### src/rtl/btn_event_ctrl.sv
// Debounced push-button event controller: per-channel synchronizer and debouncer,
// press-event pending flags and a round-robin arbiter with a valid/ready output.
module btn_event_ctrl #(
  parameter int N         = 4,
  parameter int DB_CYCLES = 4
) (
  input  logic                 clk,
  input  logic                 rst_n,
  input  logic [N-1:0]         in,
  output logic                 evt_valid,
  input  logic                 evt_ready,
  output logic [$clog2(N)-1:0] evt_id,
  output logic [N-1:0]         pending,
  output logic [N-1:0]         overrun
);

  localparam int         IDW    = $clog2(N);
  localparam logic [7:0] DB_MAX = 8'(DB_CYCLES - 1);

  // Round-robin pick: returns {found, index}; search starts just after last.
  function automatic logic [IDW:0] rr_pick(input logic [N-1:0]   req,
                                           input logic [IDW-1:0] last);
    logic [IDW:0] res;
    int           idx;
    res = '0;
    for (int off = N; off >= 1; off--) begin
      idx = (int'(last) + off) % N;
      if (req[idx]) begin
        res = {1'b1, IDW'(idx)};
      end else begin
        res = res;
      end
    end
    return res;
  endfunction

  logic [N-1:0]   sync1_q, sync2_q;
  logic [N-1:0]   db_q, db_d;
  logic [7:0]     cnt_q [N];
  logic [7:0]     cnt_d [N];
  logic [N-1:0]   press_s;

  logic [N-1:0]   pending_q, pending_d;
  logic [N-1:0]   overrun_q, overrun_d;
  logic           evt_valid_q, evt_valid_d;
  logic [IDW-1:0] evt_id_q, evt_id_d;
  logic [IDW-1:0] last_grant_q, last_grant_d;

  logic           free_s;
  logic           grant_s;
  logic [IDW:0]   pick_s;
  logic [IDW-1:0] grant_idx_s;
  logic [N-1:0]   grant_mask_s;

  // Two-flop synchronizer on the raw asynchronous inputs.
  always_ff @(posedge clk or negedge rst_n) begin
    if (!rst_n) begin
      sync1_q <= '0;
      sync2_q <= '0;
    end else begin
      sync1_q <= in;
      sync2_q <= sync1_q;
    end
  end

  // Debounce: a level is accepted only after DB_CYCLES consecutive differing samples.
  always_comb begin
    db_d    = db_q;
    press_s = '0;
    for (int i = 0; i < N; i++) begin
      cnt_d[i] = cnt_q[i];
      if (sync2_q[i] == db_q[i]) begin
        cnt_d[i] = 8'd0;
      end else if (cnt_q[i] >= DB_MAX) begin
        db_d[i]    = sync2_q[i];
        cnt_d[i]   = 8'd0;
        press_s[i] = sync2_q[i];
      end else begin
        cnt_d[i] = cnt_q[i] + 8'd1;
      end
    end
  end

  // Debounced level and stability counters.
  always_ff @(posedge clk or negedge rst_n) begin
    if (!rst_n) begin
      db_q <= '0;
      for (int i = 0; i < N; i++) begin
        cnt_q[i] <= 8'd0;
      end
    end else begin
      db_q <= db_d;
      for (int i = 0; i < N; i++) begin
        cnt_q[i] <= cnt_d[i];
      end
    end
  end

  // Arbiter and output stage; a new press on the granted channel re-arms it.
  always_comb begin
    free_s       = !evt_valid_q || evt_ready;
    pick_s       = rr_pick(pending_q, last_grant_q);
    grant_s      = free_s && pick_s[IDW];
    grant_idx_s  = pick_s[IDW-1:0];
    grant_mask_s = '0;
    evt_valid_d  = evt_valid_q;
    evt_id_d     = evt_id_q;
    last_grant_d = last_grant_q;

    if (grant_s) begin
      grant_mask_s[grant_idx_s] = 1'b1;
      evt_valid_d               = 1'b1;
      evt_id_d                  = grant_idx_s;
      last_grant_d              = grant_idx_s;
    end else if (free_s) begin
      evt_valid_d = 1'b0;
    end else begin
      evt_valid_d = evt_valid_q;
    end

    pending_d = (pending_q & ~grant_mask_s) | press_s;
    overrun_d = overrun_q | (press_s & pending_q & ~grant_mask_s);
  end

  // Event state registers; last_grant resets to N-1 so channel 0 is searched first.
  always_ff @(posedge clk or negedge rst_n) begin
    if (!rst_n) begin
      pending_q    <= '0;
      overrun_q    <= '0;
      evt_valid_q  <= 1'b0;
      evt_id_q     <= '0;
      last_grant_q <= IDW'(N - 1);
    end else begin
      pending_q    <= pending_d;
      overrun_q    <= overrun_d;
      evt_valid_q  <= evt_valid_d;
      evt_id_q     <= evt_id_d;
      last_grant_q <= last_grant_d;
    end
  end

  assign evt_valid = evt_valid_q;
  assign evt_id    = evt_id_q;
  assign pending   = pending_q;
  assign overrun   = overrun_q;

endmodule

### config.mk
export PLATFORM = sky130hd
export DESIGN_NAME = btn_event_ctrl
export DESIGN_NICKNAME = d
export VERILOG_FILES = /design/src/rtl/btn_event_ctrl.sv
export SDC_FILE = /design/constraint.sdc
export NUM_CORES = 1
export LEC_CHECK = 0
export BUFFER_PORTS_ARGS = -buffer_cell sky130_fd_sc_hd__buf_2
export CORE_ASPECT_RATIO = 1.1
export CORE_MARGIN = 1
export CORE_UTILIZATION = 62
export CTS_CLUSTER_DIAMETER = 50
export DETAILED_ROUTE_END_ITERATION = 10
export GPL_ROUTABILITY_DRIVEN = 0
export PLACE_DENSITY = 0.85
export SYNTH_ARGS = -nofsm -noshare
export SYNTH_HDL_FRONTEND = slang
export SYNTH_SLANG_ARGS = --single-unit
### constraint.sdc
create_clock -name clk -period 4 [get_ports clk]
set_input_delay 0.6 -clock clk [delete_from_list [all_inputs] [get_ports clk]]
set_output_delay 0.6 -clock clk [all_outputs]
set_load 0.02 [all_outputs]
# Word-level counts from Yosys, hierarchy flattened
# Index checks and enable logic that the tools add are counted.
# op_classes
n_addsub	8
order_cmp	10
eq_ne	4
mux	37
n_bitwise	14
reduce_logical	13
# op_table
op	count
2-to-1 mux 8 bit	8
adder 8 x 1 -> 8 bit (second input constant)	4
greater-or-equal comparator 8 x 2 -> 1 bit (second input constant)	4
2-to-1 mux 1 bit	19
less-than comparator 3 x 4 -> 1 bit (second input constant)	4
AND 4 bit	3
2-to-1 mux 3 bit	4
binary-select mux 1 bit (select 2 bit)	4
OR 4 bit	2
AND reduction 2 bit	4
OR reduction 2 bit	4
adder 2 x 1 -> 2 bit (second input constant)	2
adder 2 bit (second input constant)	2
AND 1 bit (first input constant)	4
equality test 1 bit	4
2-to-1 mux 4 bit	1
inverter 1 bit	4
inverter 4 bit	1
less-than comparator 2 x 3 -> 1 bit (second input constant)	1
demux 1 bit (select 2 bit)	1
greater-or-equal comparator 2 x 1 -> 1 bit (second input constant)	1
logical AND 1 bit	2
nonzero test 2 bit	1
logical NOT 1 bit	1
logical OR 1 bit	1
# totals
register_bits	57
input_bits	7

# Longest topological paths before layout
# depth
ltp_word	18
mapped_depth	6
ltp_nobuf	5

# Worst setup path before layout
# No wires, ideal clock.
# synth_path
path_type	register to register
from	register last_grant_q[1]
to	register overrun_q[2], in the netlist overrun[2]
arrival_time_ps	1575
required_ps	3871
slack_ps	2295
path_stages_with_launch	6
path_buffers	1
period_less_slack_ps	1705
path_cell_list	dfstp_2 buf_6 mux2i_4 o32ai_2 or2_4 o41a_1
# synth_via
elab_chain_cells	16
elab_cells_between_ends	30
# synth_rtl
item	line_no	text
start, declared	47	logic [IDW-1:0] last_grant_q, last_grant_d;
start signal, assigned	132	last_grant_q <= IDW'(N - 1);
start signal, assigned	138	last_grant_q <= last_grant_d;
adder 2 x 1 -> 2 bit	27	idx = (int'(last) + off) % N;
binary-select mux 1 bit (select 2 bit)	28	if (req[idx]) begin
2-to-1 mux 1 bit (not written as such) (2 in series)	28	
2-to-1 mux 3 bit (3 in series)	28	
2-to-1 mux 3 bit *	28	
less-than comparator 2 x 3 -> 1 bit (not written as such) or greater-or-equal comparator 2 x 1 -> 1 bit (tied branches)	111	grant_mask_s[grant_idx_s] = 1'b1;
logical AND 1 bit (not written as such)	111	
2-to-1 mux 1 bit (not written as such)	111	
demux 1 bit (select 2 bit)	111	
2-to-1 mux 4 bit *	110	if (grant_s) begin
inverter 4 bit *	122	overrun_d = overrun_q | (press_s & pending_q & ~grant_mask_s);
AND 4 bit *	122	
OR 4 bit *	122	
via overrun_d[2]	44	logic [N-1:0] overrun_q, overrun_d;
end signal, assigned	135	overrun_q <= overrun_d;
end, declared	44	
# Mark *: on every way through the listed nets, which the timed path passes. The rest lies on a longest branch. The select of a mux whose other input is x is not followed.
# A chain may end at the register's enable or synchronous reset.

# Worst setup path in the final report
# Same ends and word-level chain as after synthesis.

==> flow_metrics.tcl <==
set metrics [dict create \
    final_cell_mix "55 x dfrtp_1, 24 x conb_1, 17 x buf_2, 16 x nor2_1, 12 x a21oi_1" \
    whs_ns 0.317 \
    num_rows 21 \
    vias 1308 \
    track_usage_pct 21.6 \
    synth_mux_area_share_pct 2.67 \
    cpMaxStageDelayCell "dfstp_2" \
    clkSinkCount 57 \
    wl_met1_um 1300 \
    synth_area_mm2 0.00211 \
    route.met3.wl_um 206 \
    worst_ep_arrival_time_ns 2.10 \
    synth_fa_ha_area_share_pct 2.37 \
    syn_avg_cell_area_um2 13.0 \
    hold_violations 0 \
    cts_tree "done" \
    cp-start-kind "flop" \
    status "complete, but fails checks" \
    multi_input_area_um2 689 \
    violations "DRC" \
    netlist_instances 162 \
    core-area_mm2 0.00315 \
    grt_max_degree 58 \
    period_share_pct 46.1 \
    drc 1 \
    crit_chain "mux2i_4 -> o32ai_2 -> or2_4 -> o41a_1" \
    crit_fanout 7 \
    worst_slew_pin_slew_ns 0.666 \
    fillers 218 \
    diodes 0 \
    dieHeight_um 63.2 \
    io_pins 18 \
    p_leak_nw 1.15 \
    clk_transition_reported_paths_ns 0.09 \
    timing.max_cap.violations 0 \
    wl_met2_um 1520 \
    cp.required_ns 4.26 \
    async_reset_ff_share_pct 100 \
    drt-initial-drc-count 81 \
    wl_per_cell_um 12.4 \
    ys_ff_latch 57 \
    seqCellArea_mm2 0.00143 \
    cts_resized 0 \
    post_cts_buffers 0 \
    period_needed_ns 1.84 \
    cts-htree-levels 3 \
    die-area_mm2 0.00364 \
    cp.buffers_inverters 0 \
    rsz0062_at_grt "false" \
    synth_top_family_by_area "compound AO/OA/AOI/OAI gates" \
    cts_root_buf "clkbuf_4" \
    top_layer "met4" \
    clk_path_buf_depth 2 \
    cp_top_family "flip-flops" \
    synth_edf_count 0 \
    fmax_ghz 0.542 \
    dieWidth_um 57.6 \
    ys_types 37 \
    cts_buffers 9 \
    finalSetupTns_ns 0 \
    r2r_slack_ns 2.16 \
    critPathKind "reg -> reg" \
    crit_path_end_kind "flop" \
    drt-total-wl_um 3080 \
    synth_ff_type "dfrtp_1" \
    drive_above_1_share_pct 19.5 \
    power_density_mw_per_mm2 577 \
    synth-simple-area-share_pct 10.6 \
    ant_nets 0 \
    slew_headroom_pct 55.6 \
    final_common_cell "dfrtp_1" \
    slowest_delay_ns 0.63 \
    ys_warn_count 0 \
    min_path_type "in -> reg" \
    dp_hpwl_um 2160 \
    io_buffers 17 \
    maxSlewViolCount 0 \
    hold_buffers 0 \
    skew_ns 0.0111 \
    dr.pass1.iters 9 \
    antenna_found_initial 0 \
    grt_pass1_wl_um 5600 \
    via_per_inst 5.25 \
    nets 221 \
    synth_xor_area_share_pct 1.66 \
    first_global_vias 1299 \
    start_util_pct 66.9 \
    finalSetupViolCount 0 \
    synth_compound_area_share_pct 11.1 \
    gr-total-overflow 0 \
    yosysSeqAreaShare_pct 67.8 \
    synthToLayoutAreaGrowth_pct 13.9 \
    insertion_delay_ns 0.38 \
    irDropWorstVdd_mv 0.305 \
]
report_power, final:
group          leakage (nW)  internal [W]  total, W  switching, W
sequential            0.661      0.000643  0.000718     0.0000749
clock                0.0644      0.000163  0.000347      0.000184
combinational         0.421      0.000133  0.000320      0.000188
synth_stat cells, drive strengths merged (4+ instances only):
cell,number,area [um2]
a21oi,12,60.1
a21o,4,31.3
nand2,5,18.8
ha,4,50.1
xor2,4,35.0
nor2,16,60.1
nor3,6,30.0
a31oi,4,25.0
dfrtp,55,1380
inv,9,33.8
nor4,4,25.0
worst paths after layout:
path | from | cells past startpoint | end
worst max-delay path | last_grant_q[1] | 4 | overrun[2]
worst min-delay path | in[1] | 1 | sync1_q[1]
worst max register to register | last_grant_q[1] | 4 | overrun[2]
worst min register to register | sync1_q[0] | 0 | sync2_q[0]
max in group asynchronous | rst_n | 2 | cnt_q[7]
min in group asynchronous | rst_n | 2 | cnt_q[22]
cells by family after synthesis:
kind of cell,after synthesis
other,1
flip-flops,57
XOR/XNOR,4
AND/OR/NAND/NOR,45
multiplexers,4
AO/OA/AOI/OAI,34
adder cells (fa/ha/maj),4
buffers and inverters,13
worst register-to-register path, delay by kind of cell (launching register included):
family / cells / cell delay [ns]
flops: 1 / 0.63
compound gates: 2 / 0.52
mux: 1 / 0.27
simple gates: 1 / 0.29
through the flow:
stage                     power [W]  setup WS, ns  utilization, %  instances  instance area (um2)
after CTS                   0.00139          2.17            76.2        249                 2400
after global placement      0.00103          2.28            72.5        233                 2290
after global routing        0.00147          2.13            76.2        249                 2400
after floorplan            0.000971          2.30               -        185                 2190
after detailed placement    0.00105          2.19            72.5        233                 2290
final                       0.00139          2.16            76.2        249                 2400
layout make-up:
type	instances	area share [%]
well taps	34	1.77
clock inverters	1	0.208
repair buffers	18	3.85
multi-input cells	115	28.7
inverters	9	1.41
clock buffers	15	4.58
flip-flops and latches	57	59.5
routing by layer:
metal / GRT usage [%] / up-vias
li1: - / 633
met1: 26.0 / 629
met2: 32.8 / 41
met3: 9.24 / 5
met4: 11.0 / 0
met5: 0 / -
sequential cells by signal, summed over array words and instances (netlist names):
register and cells:
sync2_q 4, pending 4, db_q 4, last_grant_q 2
cnt_q 32, evt_valid 1, sync1_q 4, overrun 4
evt_id 2
(Power assumes the default switching activity.)
